[src/rtl/gate_seq_pkg.sv]
// Shared encodings and golden truth table for the gate truth-table sequencer.
package gate_seq_pkg;

   localparam logic [1:0] OP_AND  = 2'b00;
   localparam logic [1:0] OP_OR   = 2'b01;
   localparam logic [1:0] OP_XOR  = 2'b10;
   localparam logic [1:0] OP_NAND = 2'b11;

   localparam logic [1:0] ST_IDLE  = 2'd0;
   localparam logic [1:0] ST_DRIVE = 2'd1;
   localparam logic [1:0] ST_DONE  = 2'd2;

   function automatic logic gate_seq_expected(input logic [1:0] op,
                                              input logic a,
                                              input logic b);
      logic y;
      case (op)
         OP_AND:  y = a & b;
         OP_OR:   y = a | b;
         OP_XOR:  y = a ^ b;
         OP_NAND: y = ~(a & b);
         default: y = ~(a & b);
      endcase
      return y;
   endfunction

endpackage

[src/rtl/gate_seq_hold_cnt.sv]
// Loadable down-counter; expire_o is high while the count sits at zero.
module gate_seq_hold_cnt #(
   parameter int unsigned CNT_W = 2
) (
   input  logic             clk,
   input  logic             rst_n,
   input  logic             load_i,
   input  logic [CNT_W-1:0] load_val_i,
   input  logic             en_i,
   output logic             expire_o
);

   logic [CNT_W-1:0] cnt_q, cnt_d;

   always_comb begin
      cnt_d = cnt_q;
      if (load_i)
         cnt_d = load_val_i;
      else if (en_i && (cnt_q != '0))
         cnt_d = cnt_q - 1'b1;
   end

   always_ff @(posedge clk or negedge rst_n) begin
      if (!rst_n)
         cnt_q <= '0;
      else
         cnt_q <= cnt_d;
   end

   assign expire_o = (cnt_q == '0);

endmodule

[src/rtl/gate_truth_table_seq.sv]
// Built-in truth-table checker for a 2-input gate.
// Optional first-failure capture: define GATE_SEQ_FIRST_FAIL_EN.
module gate_truth_table_seq
   import gate_seq_pkg::*;
#(
   parameter int unsigned HOLD_CYCLES = 2,
   parameter int unsigned CNT_W       = $clog2(HOLD_CYCLES + 1)
) (
   input  logic       clk,
   input  logic       rst_n,
   input  logic       start,
   input  logic [1:0] op,
   output logic       A,
   output logic       B,
   input  logic       Y,
   output logic       busy,
   output logic       done,
   output logic       pass,
`ifdef GATE_SEQ_FIRST_FAIL_EN
   output logic       first_fail_valid,
   output logic [1:0] first_fail_vec,
`endif
   output logic [3:0] fail_mask
);

   // Counter counts HOLD_CYCLES-1 down to 0, so expiry lands on the H-th edge.
   localparam logic [CNT_W-1:0] HOLD_LOAD = CNT_W'(HOLD_CYCLES - 1);

   logic [1:0] state_q, state_d;
   logic [1:0] v_q, v_d;
   logic [1:0] op_q, op_d;
   logic [3:0] fail_mask_q, fail_mask_d;
   logic       pass_q, pass_d;
   logic       cnt_load, cnt_en, expire;
   logic       mismatch;
`ifdef GATE_SEQ_FIRST_FAIL_EN
   logic       ff_valid_q, ff_valid_d;
   logic [1:0] ff_vec_q, ff_vec_d;
`endif

   gate_seq_hold_cnt #(.CNT_W(CNT_W)) u_hold_cnt (
      .clk        (clk),
      .rst_n      (rst_n),
      .load_i     (cnt_load),
      .load_val_i (HOLD_LOAD),
      .en_i       (cnt_en),
      .expire_o   (expire)
   );

   assign mismatch = (Y != gate_seq_expected(op_q, v_q[1], v_q[0]));
   assign cnt_en   = (state_q == ST_DRIVE);

   always_comb begin
      state_d     = state_q;
      v_d         = v_q;
      op_d        = op_q;
      fail_mask_d = fail_mask_q;
      pass_d      = pass_q;
      cnt_load    = 1'b0;
`ifdef GATE_SEQ_FIRST_FAIL_EN
      ff_valid_d  = ff_valid_q;
      ff_vec_d    = ff_vec_q;
`endif
      case (state_q)
         ST_IDLE, ST_DONE: begin
            if (start) begin
               state_d     = ST_DRIVE;
               v_d         = '0;
               op_d        = op;
               fail_mask_d = '0;
               pass_d      = 1'b0;
               cnt_load    = 1'b1;
`ifdef GATE_SEQ_FIRST_FAIL_EN
               ff_valid_d  = 1'b0;
               ff_vec_d    = '0;
`endif
            end else if (state_q == ST_DONE) begin
               state_d = ST_IDLE;
            end
         end
         ST_DRIVE: begin
            if (expire) begin
               if (mismatch) begin
                  fail_mask_d[v_q] = 1'b1;
`ifdef GATE_SEQ_FIRST_FAIL_EN
                  if (!ff_valid_q) begin
                     ff_valid_d = 1'b1;
                     ff_vec_d   = v_q;
                  end
`endif
               end
               // Verdict is taken on the entry edge so it is final together with done.
               if (v_q == 2'd3) begin
                  state_d = ST_DONE;
                  pass_d  = (fail_mask_d == '0);
               end else begin
                  v_d      = v_q + 2'd1;
                  cnt_load = 1'b1;
               end
            end
         end
         default: state_d = ST_IDLE;
      endcase
   end

   always_ff @(posedge clk or negedge rst_n) begin
      if (!rst_n) begin
         state_q     <= ST_IDLE;
         v_q         <= '0;
         op_q        <= OP_AND;
         fail_mask_q <= '0;
         pass_q      <= 1'b0;
`ifdef GATE_SEQ_FIRST_FAIL_EN
         ff_valid_q  <= 1'b0;
         ff_vec_q    <= '0;
`endif
      end else begin
         state_q     <= state_d;
         v_q         <= v_d;
         op_q        <= op_d;
         fail_mask_q <= fail_mask_d;
         pass_q      <= pass_d;
`ifdef GATE_SEQ_FIRST_FAIL_EN
         ff_valid_q  <= ff_valid_d;
         ff_vec_q    <= ff_vec_d;
`endif
      end
   end

   assign A         = v_q[1];
   assign B         = v_q[0];
   assign busy      = (state_q == ST_DRIVE);
   assign done      = (state_q == ST_DONE);
   assign pass      = pass_q;
   assign fail_mask = fail_mask_q;
`ifdef GATE_SEQ_FIRST_FAIL_EN
   assign first_fail_valid = ff_valid_q;
   assign first_fail_vec   = ff_vec_q;
`endif

endmodule
[config.mk]
export PLATFORM = sky130hd
export DESIGN_NAME = gate_truth_table_seq
export DESIGN_NICKNAME = d
export VERILOG_FILES = /design/src/rtl/gate_seq_pkg.sv /design/src/rtl/gate_seq_hold_cnt.sv /design/src/rtl/gate_truth_table_seq.sv
export SDC_FILE = /design/constraint.sdc
export NUM_CORES = 1
export LEC_CHECK = 0
export ABC_AREA = 1
export BUFFER_PORTS_ARGS = -buffer_cell sky130_fd_sc_hd__buf_4
export CAP_MARGIN = 20
export CORE_MARGIN = 2
export CORE_UTILIZATION = 35
export DETAILED_ROUTE_END_ITERATION = 8
export PLACE_DENSITY = 0.62
export SLEW_MARGIN = 25
export SYNTH_ARGS = -nofsm -noshare
export SYNTH_HDL_FRONTEND = slang
export SYNTH_SLANG_ARGS = --single-unit
export TNS_END_PERCENT = 1
[constraint.sdc]
create_clock -name clk -period 2.7 [get_ports clk]
set_input_delay 0.54 -clock clk [delete_from_list [all_inputs] [get_ports clk]]
set_output_delay 0.54 -clock clk [all_outputs]
set_load 0.02 [all_outputs]
Word-level counts from Yosys, hierarchy flattened

Cells that the tools add are included.

Register bits after elaboration: 13
Output and inout port bits: 9
Logic and storage cells: 70

Reductions and logical operators: 15
Bitwise operators: 5
Add/sub/neg operators: 2
Muxes and demuxes: 28
$lt $le $gt $ge: 2
Eq/ne operators: 12

Operators with widths:

| operator            | count |
|---|---|
| $mux 4              | 5 |
| $mux 2              | 9 |
| $eq 2x2->1 const B  | 4 |
| $ne 2x2->1 const B  | 4 |
| $pmux 2 s2          | 2 |
| $pmux 4 s2          | 1 |
| $reduce_and 4->1    | 2 |
| $mux 1              | 7 |
| $logic_not 2->1     | 3 |
| $reduce_and 3->1    | 2 |
| $reduce_bool 2->1   | 3 |
| $eq 2x1->1 const B  | 2 |
| $logic_not 4->1     | 1 |
| $or 4x4->4          | 1 |
| $pmux 1 s2          | 2 |
| $pmux 1 s4          | 1 |
| $lt 2x3->1 const B  | 1 |
| $ne 3x3->1 const B  | 1 |
| $add 2x1->2 const B | 1 |
| $demux 1 s2         | 1 |
| $ge 2x1->1 const B  | 1 |
| $logic_and 1x1->1   | 2 |
| $reduce_and 2->1    | 1 |
| $reduce_or 2->1     | 1 |
| other kinds (6)     | 6 |

Longest topological paths before layout

Gate-level depths: netlist (run 1).

Depth in word-level cells: 12
Mapped depth: 12

By module

From an unflattened synthesis (run 1), not the netlist that was laid out.

Cells, all modules: 103
Area, all modules: 770.7 um^2

Modules (own cells, without submodules):

| module               | cells each | area an instance (um^2) | sequential area each (um^2) | instances |
|---|---|---|---|---|
| gate_truth_table_seq | 84         | 643.1                   | 275.3                       | 1 |
| gate_seq_hold_cnt    | 19         | 127.6                   | 50.0                        | 1 |

Least setup slack after synthesis (run 1)

Ideal clock, no wire load.

Path kind: register to register
Start point: reg v_q[1]
End point: reg pass_q, in the netlist pass
Path slack: 1.099 ns
Data arrival time: 1.484 ns
Buffers on the path: 0
Cell stages (with the launch flop): 13
Cell sequence: dfrtp_1 -> inv_1 -> ha_1 -> inv_1 -> nand2_1 -> nand3_2 -> nand2_1 -> nand2_2 -> nand2_1 -> nor2_1 -> nor2_2 -> nand3_1 -> nand2_1

Longest elaborated chain between the ends: 12
Elaborated cells on any way between the ends: 22

RTL lines:

| item                                                                  | RTL line                    | text |
|---|---|---|
| start: declaration                                                    | gate_truth_table_seq.sv:30  | `logic [1:0] v_q, v_d;` |
| start signal: assignment                                              | gate_truth_table_seq.sv:119 | `v_q <= v_d;` |
| $lt 2x3->1 (not written as such) / $ge 2x1->1 (equally long branches) | gate_truth_table_seq.sv:84  | `fail_mask_d[v_q] = 1'b1;` |
| $logic_and 1x1->1 (not written as such)                               | gate_truth_table_seq.sv:84  |  |
| $mux 1 (not written as such)                                          | gate_truth_table_seq.sv:84  |  |
| $demux 1 s2                                                           | gate_truth_table_seq.sv:84  |  |
| $or 4x4->4 (no source line)                                           | --                          |  |
| $mux 4                                                                | gate_truth_table_seq.sv:83  | `if (mismatch) begin` |
| $mux 4                                                                | gate_truth_table_seq.sv:82  | `if (expire) begin` |
| $mux 4                                                                | gate_truth_table_seq.sv:64  | `case (state_q)` |
| $logic_not 4->1                                                       | gate_truth_table_seq.sv:95  | `pass_d = (fail_mask_d == '0);` |
| $mux 1                                                                | gate_truth_table_seq.sv:93  | `if (v_q == 2'd3) begin` |
| $mux 1                                                                | gate_truth_table_seq.sv:82  |  |
| $pmux 1 s2                                                            | gate_truth_table_seq.sv:64  |  |
| end signal: assignment                                                | gate_truth_table_seq.sv:122 | `pass_q <= pass_d;` |
| end: declaration                                                      | gate_truth_table_seq.sv:33  | `logic pass_q, pass_d;` |

Parallel ways exist; a longest one is shown, timed or not. The select of a mux whose other input is x is not followed.
A chain may end at the register's enable or synchronous reset.

Worst setup path after layout (run 1)

Start point: reg state_q[1]
End point: out busy

Longest elaborated chain between the ends: 1

RTL lines:

| item                     | RTL line                    | text |
|---|---|---|
| start: declaration       | gate_truth_table_seq.sv:29  | `logic [1:0] state_q, state_d;` |
| start signal: assignment | gate_truth_table_seq.sv:118 | `state_q <= state_d;` |
| $eq 2x1->1               | gate_truth_table_seq.sv:132 | `assign busy = (state_q == ST_DRIVE);` |
| end: declaration         | gate_truth_table_seq.sv:16  | `output logic busy,` |

No other way between the ends.

==> results of run 1 <==
power by group through the flow:
stage | Sequential [mW] | Clock [mW] | Combinational [mW]
2_1_floorplan | 0.377 | 0 | 0.444
3_3_place_gp | 0.334 | 0 | 0.654
3_5_place_dp | 0.339 | 0 | 0.674
4_1_cts | 0.336 | 0.126 | 0.677
5_1_grt | 0.346 | 0.132 | 0.745
6_report | 0.335 | 0.121 | 0.669
registers in the layout (all words and copies together), names as in the netlist:
register / count
fail_mask: 4
op_q: 2
state_q: 2
u_hold_cnt.cnt_q: 2
v_q: 2
pass: 1
layout make-up:
type                            count  share of cell area
Clock buffer                        3              0.0251
Clock inverter                      1             0.00558
Inverter                           17              0.0711
Multi-Input combinational cell     58               0.381
Sequential cell                    13               0.363
Tap cell                           27              0.0377
Timing Repair Buffer               14               0.117
layer usage:
metal	part of all wire	GRT usage	routed length [µm]
met5	0	0	0
met4	0.016	0.0556	23
met3	0.028	0.0182	40
met2	0.53	0.227	756
met1	0.43	0.145	613
synth_stat cells:
cell type / n / area (µm²)
a21oi_1: 1 / 5.00
dfrtp_1: 13 / 325
ha_1: 5 / 62.6
inv_1: 14 / 52.6
inv_2: 3 / 11.3
nand2_1: 18 / 67.6
nand2_2: 3 / 18.8
nand3_1: 10 / 50.1
nand3_2: 3 / 30.0
nor2_1: 4 / 15.0
nor2_2: 2 / 12.5
nor2_8: 1 / 20.0
o21ai_0: 7 / 35.0
o21ai_1: 2 / 10.0
o21ai_2: 1 / 8.76
o22ai_1: 1 / 6.26
how the worst max path moves through the flow:
| stage | startpoint | depth (start not counted) | endpoint | slack (ns) |
|---|---|---|---|---|
| after floorplan | v_q[1]$_DFFE_PN0P_ | 12 | pass$_DFFE_PN0P_ | 1.10 |
| after global placement | v_q[1]$_DFFE_PN0P_ | 12 | pass$_DFFE_PN0P_ | 1.15 |
| after detailed placement | v_q[1]$_DFFE_PN0P_ | 12 | pass$_DFFE_PN0P_ | 1.10 |
| after CTS | state_q[1]$_DFFE_PN0P_ | 2 | busy | 1.06 |
| after global routing | v_q[0]$_DFFE_PN0P_ | 12 | pass$_DFFE_PN0P_ | 0.93 |
| final | state_q[1]$_DFFE_PN0P_ | 2 | busy | 1.08 |
per-stage QoR:
| stage | hold WS, ns | instance area, µm² | setup slack [ns] | utilization | cells |
|---|---|---|---|---|---|
| finish | 0.0836 | 897 | 1.08 | 0.457 | 133 |
| global route | 0.0913 | 897 | 0.931 | 0.457 | 133 |
| CTS | 0.0900 | 897 | 1.06 | 0.457 | 133 |
| detailed placement | 0.397 | 870 | 1.10 | 0.443 | 129 |
| global placement | 0.397 | 870 | 1.15 | 0.443 | 129 |
| floorplan | 0.244 | 731 | 1.10 | - | 88 |
critical path: cells and delay by family, from the launching register on:
family / cells / cell delay (ns)
DFF: 1 / 0.44
and+or+nand+nor: 1 / 0.20
buffers and inverters: 1 / 0.17
kinds of logic after synthesis:
kind of cell,after synthesis,share of synthesized area
fa+ha+maj,5,0.0856
simple gates,41,0.293
compound gates,12,0.0890
flops,13,0.445
buf+inv,17,0.0873
==> flow_summary.toml, run 1 <==
[floorplanning]
pin_count = 15
core-area_um2 = 1960
std_cell_rows = 16
start_util = 0.372
design.die.area_um2 = 2470
die_y_um = 49.7
die_x_um = 49.7

[logic_synthesis]
syn_inst = 88
synth_fp_nets = 99
syn_avg_cell_area_um2 = 8.30
ys_seq_elements = 13
synth_cell_types = 16
synth_area_um2 = 731
synth_warnings = 0
ys_seq_area_frac = 0.445

[finish]
drive_gt1_frac = 0.292
layout_common_cells = "nand2_1 (18), inv_1 (14), buf_4 (14), dfrtp_1 (13), nand3_1 (10)"
multi_input_area_um2 = 342
fillCellCount = 212
layout_commonest_cell = "nand2_1"
syn_to_final_growth_pct = 22.8
seq_area_um2 = 325
diodes = 0
nets = 118

[placement]
place.gp.congestion = 0.790
numPortBuffers = 14
hpwl_mm = 1.16

[sta]
fin_skew_ns = 0.0130
worstMarginPinSlew_ns = 0.215
hold_viol = 0
slew_viol_final = 0
finalCritPeriodShare = 0.601
fin_crit_ns = 1.62
final-setup-viol-count = 0
rsz0062_at_grt = "no"
timing.fmax_mhz = 616
max_slew_margin = 0.857
fin_tns_setup_ns = 0

[pwr]
swShare = 0.485
clockPowerShare = 0.107
internal_power_uw = 579
pwr_density_cell_nw_per_um2 = 1250
power.total_mw = 1.12
comb_power_share = 0.595
max-vdd-ir-drop_uv = 424
p_seq_frac = 0.298
p_switching_uw = 546
p_leak_nw = 0.480

[drt]
viasPerCell = 4.80
vias = 638
drt_iter0_drc = 7
first_pass_iters = 4
routed_wl_mm = 1.44
drc = 0
routedWlPerCell_um = 10.8
ant_nets = 0

[global_route]
grt_usage = 0.126
grt_pass1_wl_mm = 2.40
grt.overflow.total = 0
antenna_found_initial = 0
grt_pass1_vias = 585
grt_max_degree = 14

[clock_tree]
htree_levels = 1
cts_tree = "built"
cts.sinks = 13
cts_hold_buf = 0
cts_root_buffer = "clkbuf_4"
cts.reportedPaths.clkPinSlew_ns = 0.09
clock_tree.buffer_depth = 2
postCtsSetupRepairBufs = 0
clock_latency_ns = 0.28
cts-buffers-inserted = 3
ctsResizeCount = 0

[worst_setup_path]
critPathKind = "flop to output port"
rrSetupSlack_ns = 1.09
crit_path_end_kind = "output port"
r2r-end = "pass$_DFFE_PN0P_"
slowest_delay_ns = 0.44
start_kind = "flop"
cp.required_ns = 2.16
path_cells = "nor2_8 > buf_4"
cp_slowest_cell = "dfrtp_1"
cp.arrival_ns = 1.08
critPathMaxFanout = 9
r2r-start = "v_q[0]$_DFFE_PN0P_"
reg2reg_depth = 12

[worst_hold_path]
hold_class = "input pin to async pin"

[job]
maxCapViolCount = 0

[run_status]
status = "finished clean"
Note: power is estimated with default switching activity, not from simulation.
==> inputs of run 2 (changes only) <==
- PLACE_DENSITY: 0.62 -> 0.64
- clock period: 2.7 -> 1.46 ns (I/O delays scaled with it)
==> run 2 against run 1 <==
  * Die area is the same
  * Non-clock buffer count grew 7
  * Setup slack got worse by 1.1 ns
  * Core utilization grew 3.9 points
  * Largest power group unchanged
  * The run now ends with setup timing left
  * Critical path type is now flop to flop
  * Clock-buffer cell count increased by 1
  * Clock power up 89%
  * Hold slack better by 0.13 ns
  * Via count decreased by 2.8%
  * Wire length shrank 0.98%
  * Flip-flop and latch count is the same
  * Cell area grew 8.5%
  * Global-route usage increased by 0.94 points
==> flow_summary.toml, run 2 (synthesis results as in run 1) <==
[worst_setup_path]
path_cells = "inv_2 > ha_4 > inv_2 > nand2_1 > nand3_2 > nand2_1 > nand2_2 > nand2_1 > nor2_1 > nor2_2 > nand3_1 > nand2_1"
cp_common_cell = "nand2_1"
path_buf_inv = 2
rrSetupSlack_ns = -0.005
critPathMaxFanout = 4
crit_path_end_kind = "flop"
cp.required_ns = 1.63
cp_slowest_cell = "dfrtp_2"
cpLargestDelayFamily = "simple AND/OR/NAND/NOR gates"
cp.arrival_ns = 1.63
slowest_delay_ns = 0.44
start_kind = "flop"
critPathKind = "flop to flop"

[pwr]
p_leak_nw = 0.508
power.total_mw = 2.26
clockPowerShare = 0.101
p_seq_frac = 0.273
max-vdd-ir-drop_uv = 882
swShare = 0.465
pwr_density_cell_nw_per_um2 = 2330
internal_power_mw = 1.21
p_switching_mw = 1.05
comb_power_share = 0.626

[sta]
worstMarginPinSlew_ns = 0.234
fin_crit_ns = 1.46
finalCritPeriodShare = 1.00
final-setup-viol-count = 1
timing.fmax_mhz = 683
slew_viol_final = 0
worst_slack_ns = -0.00456
fin_tns_setup_ns = -0.00456
whs_ns = 0.216
rsz0062_at_grt = "yes"
hold_viol = 0
fin_skew_ns = 0.00626
max_slew_margin = 0.844

[global_route]
met2_usage = 0.244
antenna_found_initial = 0
grt_usage = 0.135
grt.overflow.total = 0
grt_pass1_vias = 625
top_usage_layer = "met2"
grt_max_degree = 14
grt_pass1_wl_mm = 2.54
use_met3 = 0.0182
use_met1 = 0.152

[clock_tree]
cts.sinks = 13
clock_tree.buffer_depth = 2
cts-buffers-inserted = 3
cts.reportedPaths.clkPinSlew_ns = 0.09
cts_root_buffer = "clkbuf_4"
htree_levels = 1
clock_latency_ns = 0.28
cts_tree = "built"

[placement]
hpwl_mm = 1.07
place.gp.congestion = 0.757
numPortBuffers = 14
placed_cell_area_um2 = 915

[floorplanning]
pin_count = 15
core-area_um2 = 1960
die_x_um = 49.7
design.die.area_um2 = 2470
std_cell_rows = 16
die_y_um = 49.7
start_util = 0.372

[finish]
drive_gt1_frac = 0.372
largest_reg_flops = 4
layout_common_cells = "buf_4 (20), nand2_1 (18), inv_1 (11), dfrtp_1 (11), nand3_1 (10)"
fin_area_um2 = 973
layout_commonest_cell = "buf_4"
syn_to_final_growth_pct = 33.2
nets = 125
diodes = 0

[job]
maxCapViolCount = 0

[run_status]
violations = "setup timing"
status = "complete, but fails checks"

[drt]
viasPerCell = 4.43
ant_nets = 0
vias = 620
drc = 0
first_pass_iters = 3
routedWlPerCell_um = 10.2
routed_wl_mm = 1.42
drt_iter0_drc = 7

[worst_hold_path]
hold_class = "input pin to flop"
## run 2: changes by cell type in the layout (fill, tap and decap cells not counted)
cell | previous run | this run
dfrtp_2 | 0 | 2
o21ai_4 | 0 | 1
inv_1 | 14 | 11
dfrtp_1 | 13 | 11
o21ai_0 | 7 | 6
ha_4 | 0 | 1
ha_1 | 5 | 4
clkbuf_1 | 0 | 1
o21ai_2 | 1 | 0
o21ai_1 | 2 | 3
clkinv_2 | 1 | 0
dlygate4sd3_1 | 0 | 1
inv_2 | 3 | 6
buf_4 | 14 | 20
## run 2: area by class of cell
type	count	area, µm²
timing repair buffer	21	160
sequential	13	328
clock buffer	4	26.3
multi-input combinational	58	362
fill	209	988
inverter	17	63.8
tap	27	33.8
## run 2: worst reg2reg max path, delay by kind of cell, from the launching register on
family / cells / cell delay (ns)
buffers and inverters: 2 / 0.12
adder cells (fa/ha/maj): 1 / 0.20
flip-flops: 1 / 0.44
AND/OR/NAND/NOR: 9 / 0.60
## run 2: stage by stage
| step | setup WS [ns] | cells | utilization |
|---|---|---|---|
| 5_1_grt | -0.105 | 140 | 0.496 |
| 6_report | -0.00456 | 140 | 0.496 |
| 4_1_cts | -0.0153 | 140 | 0.492 |
| 2_1_floorplan | -0.0155 | 88 | - |
| 3_3_place_gp | -0.0230 | 133 | 0.466 |
| 3_5_place_dp | -0.0229 | 133 | 0.466 |
## run 2: timing repair
action | CTS | global route
pin swaps | 5 | 0
endpoints found under the setup margin | 2 | 8
setup buffers | 2 | 0
hold buffers | 1 | 0
gates resized for setup | 1 | 2
hold endpoints to repair | 13 | 0
## run 2: path summary, 6_finish.rpt
check / from / end / cells after the start
worst max-delay path: v_q[1]$_DFFE_PN0P_ / pass$_DFFE_PN0P_ / 12
worst min-delay path: op[0] / op_q[0]$_DFFE_PN0P_ / 3
worst max register to register: v_q[1]$_DFFE_PN0P_ / pass$_DFFE_PN0P_ / 12
worst min register to register: pass$_DFFE_PN0P_ / pass$_DFFE_PN0P_ / 2
max in group asynchronous: rst_n / v_q[1]$_DFFE_PN0P_ / 2
min in group asynchronous: rst_n / op_q[0]$_DFFE_PN0P_ / 2
## run 2: power by group through the flow
stage	combinational (mW)	clock, mW	sequential, mW
after floorplan	0.853	0	0.708
after global placement	1.31	0	0.627
after detailed placement	1.32	0	0.636
after CTS	1.40	0.236	0.621
after global routing	1.61	0.248	0.639
final	1.42	0.229	0.619
## run 2: per-layer routing
layer,vias to the layer above,share of wire
met5,-,0
met4,0,0.011
met3,2,0.020
met2,8,0.53
met1,279,0.44
li1,331,-
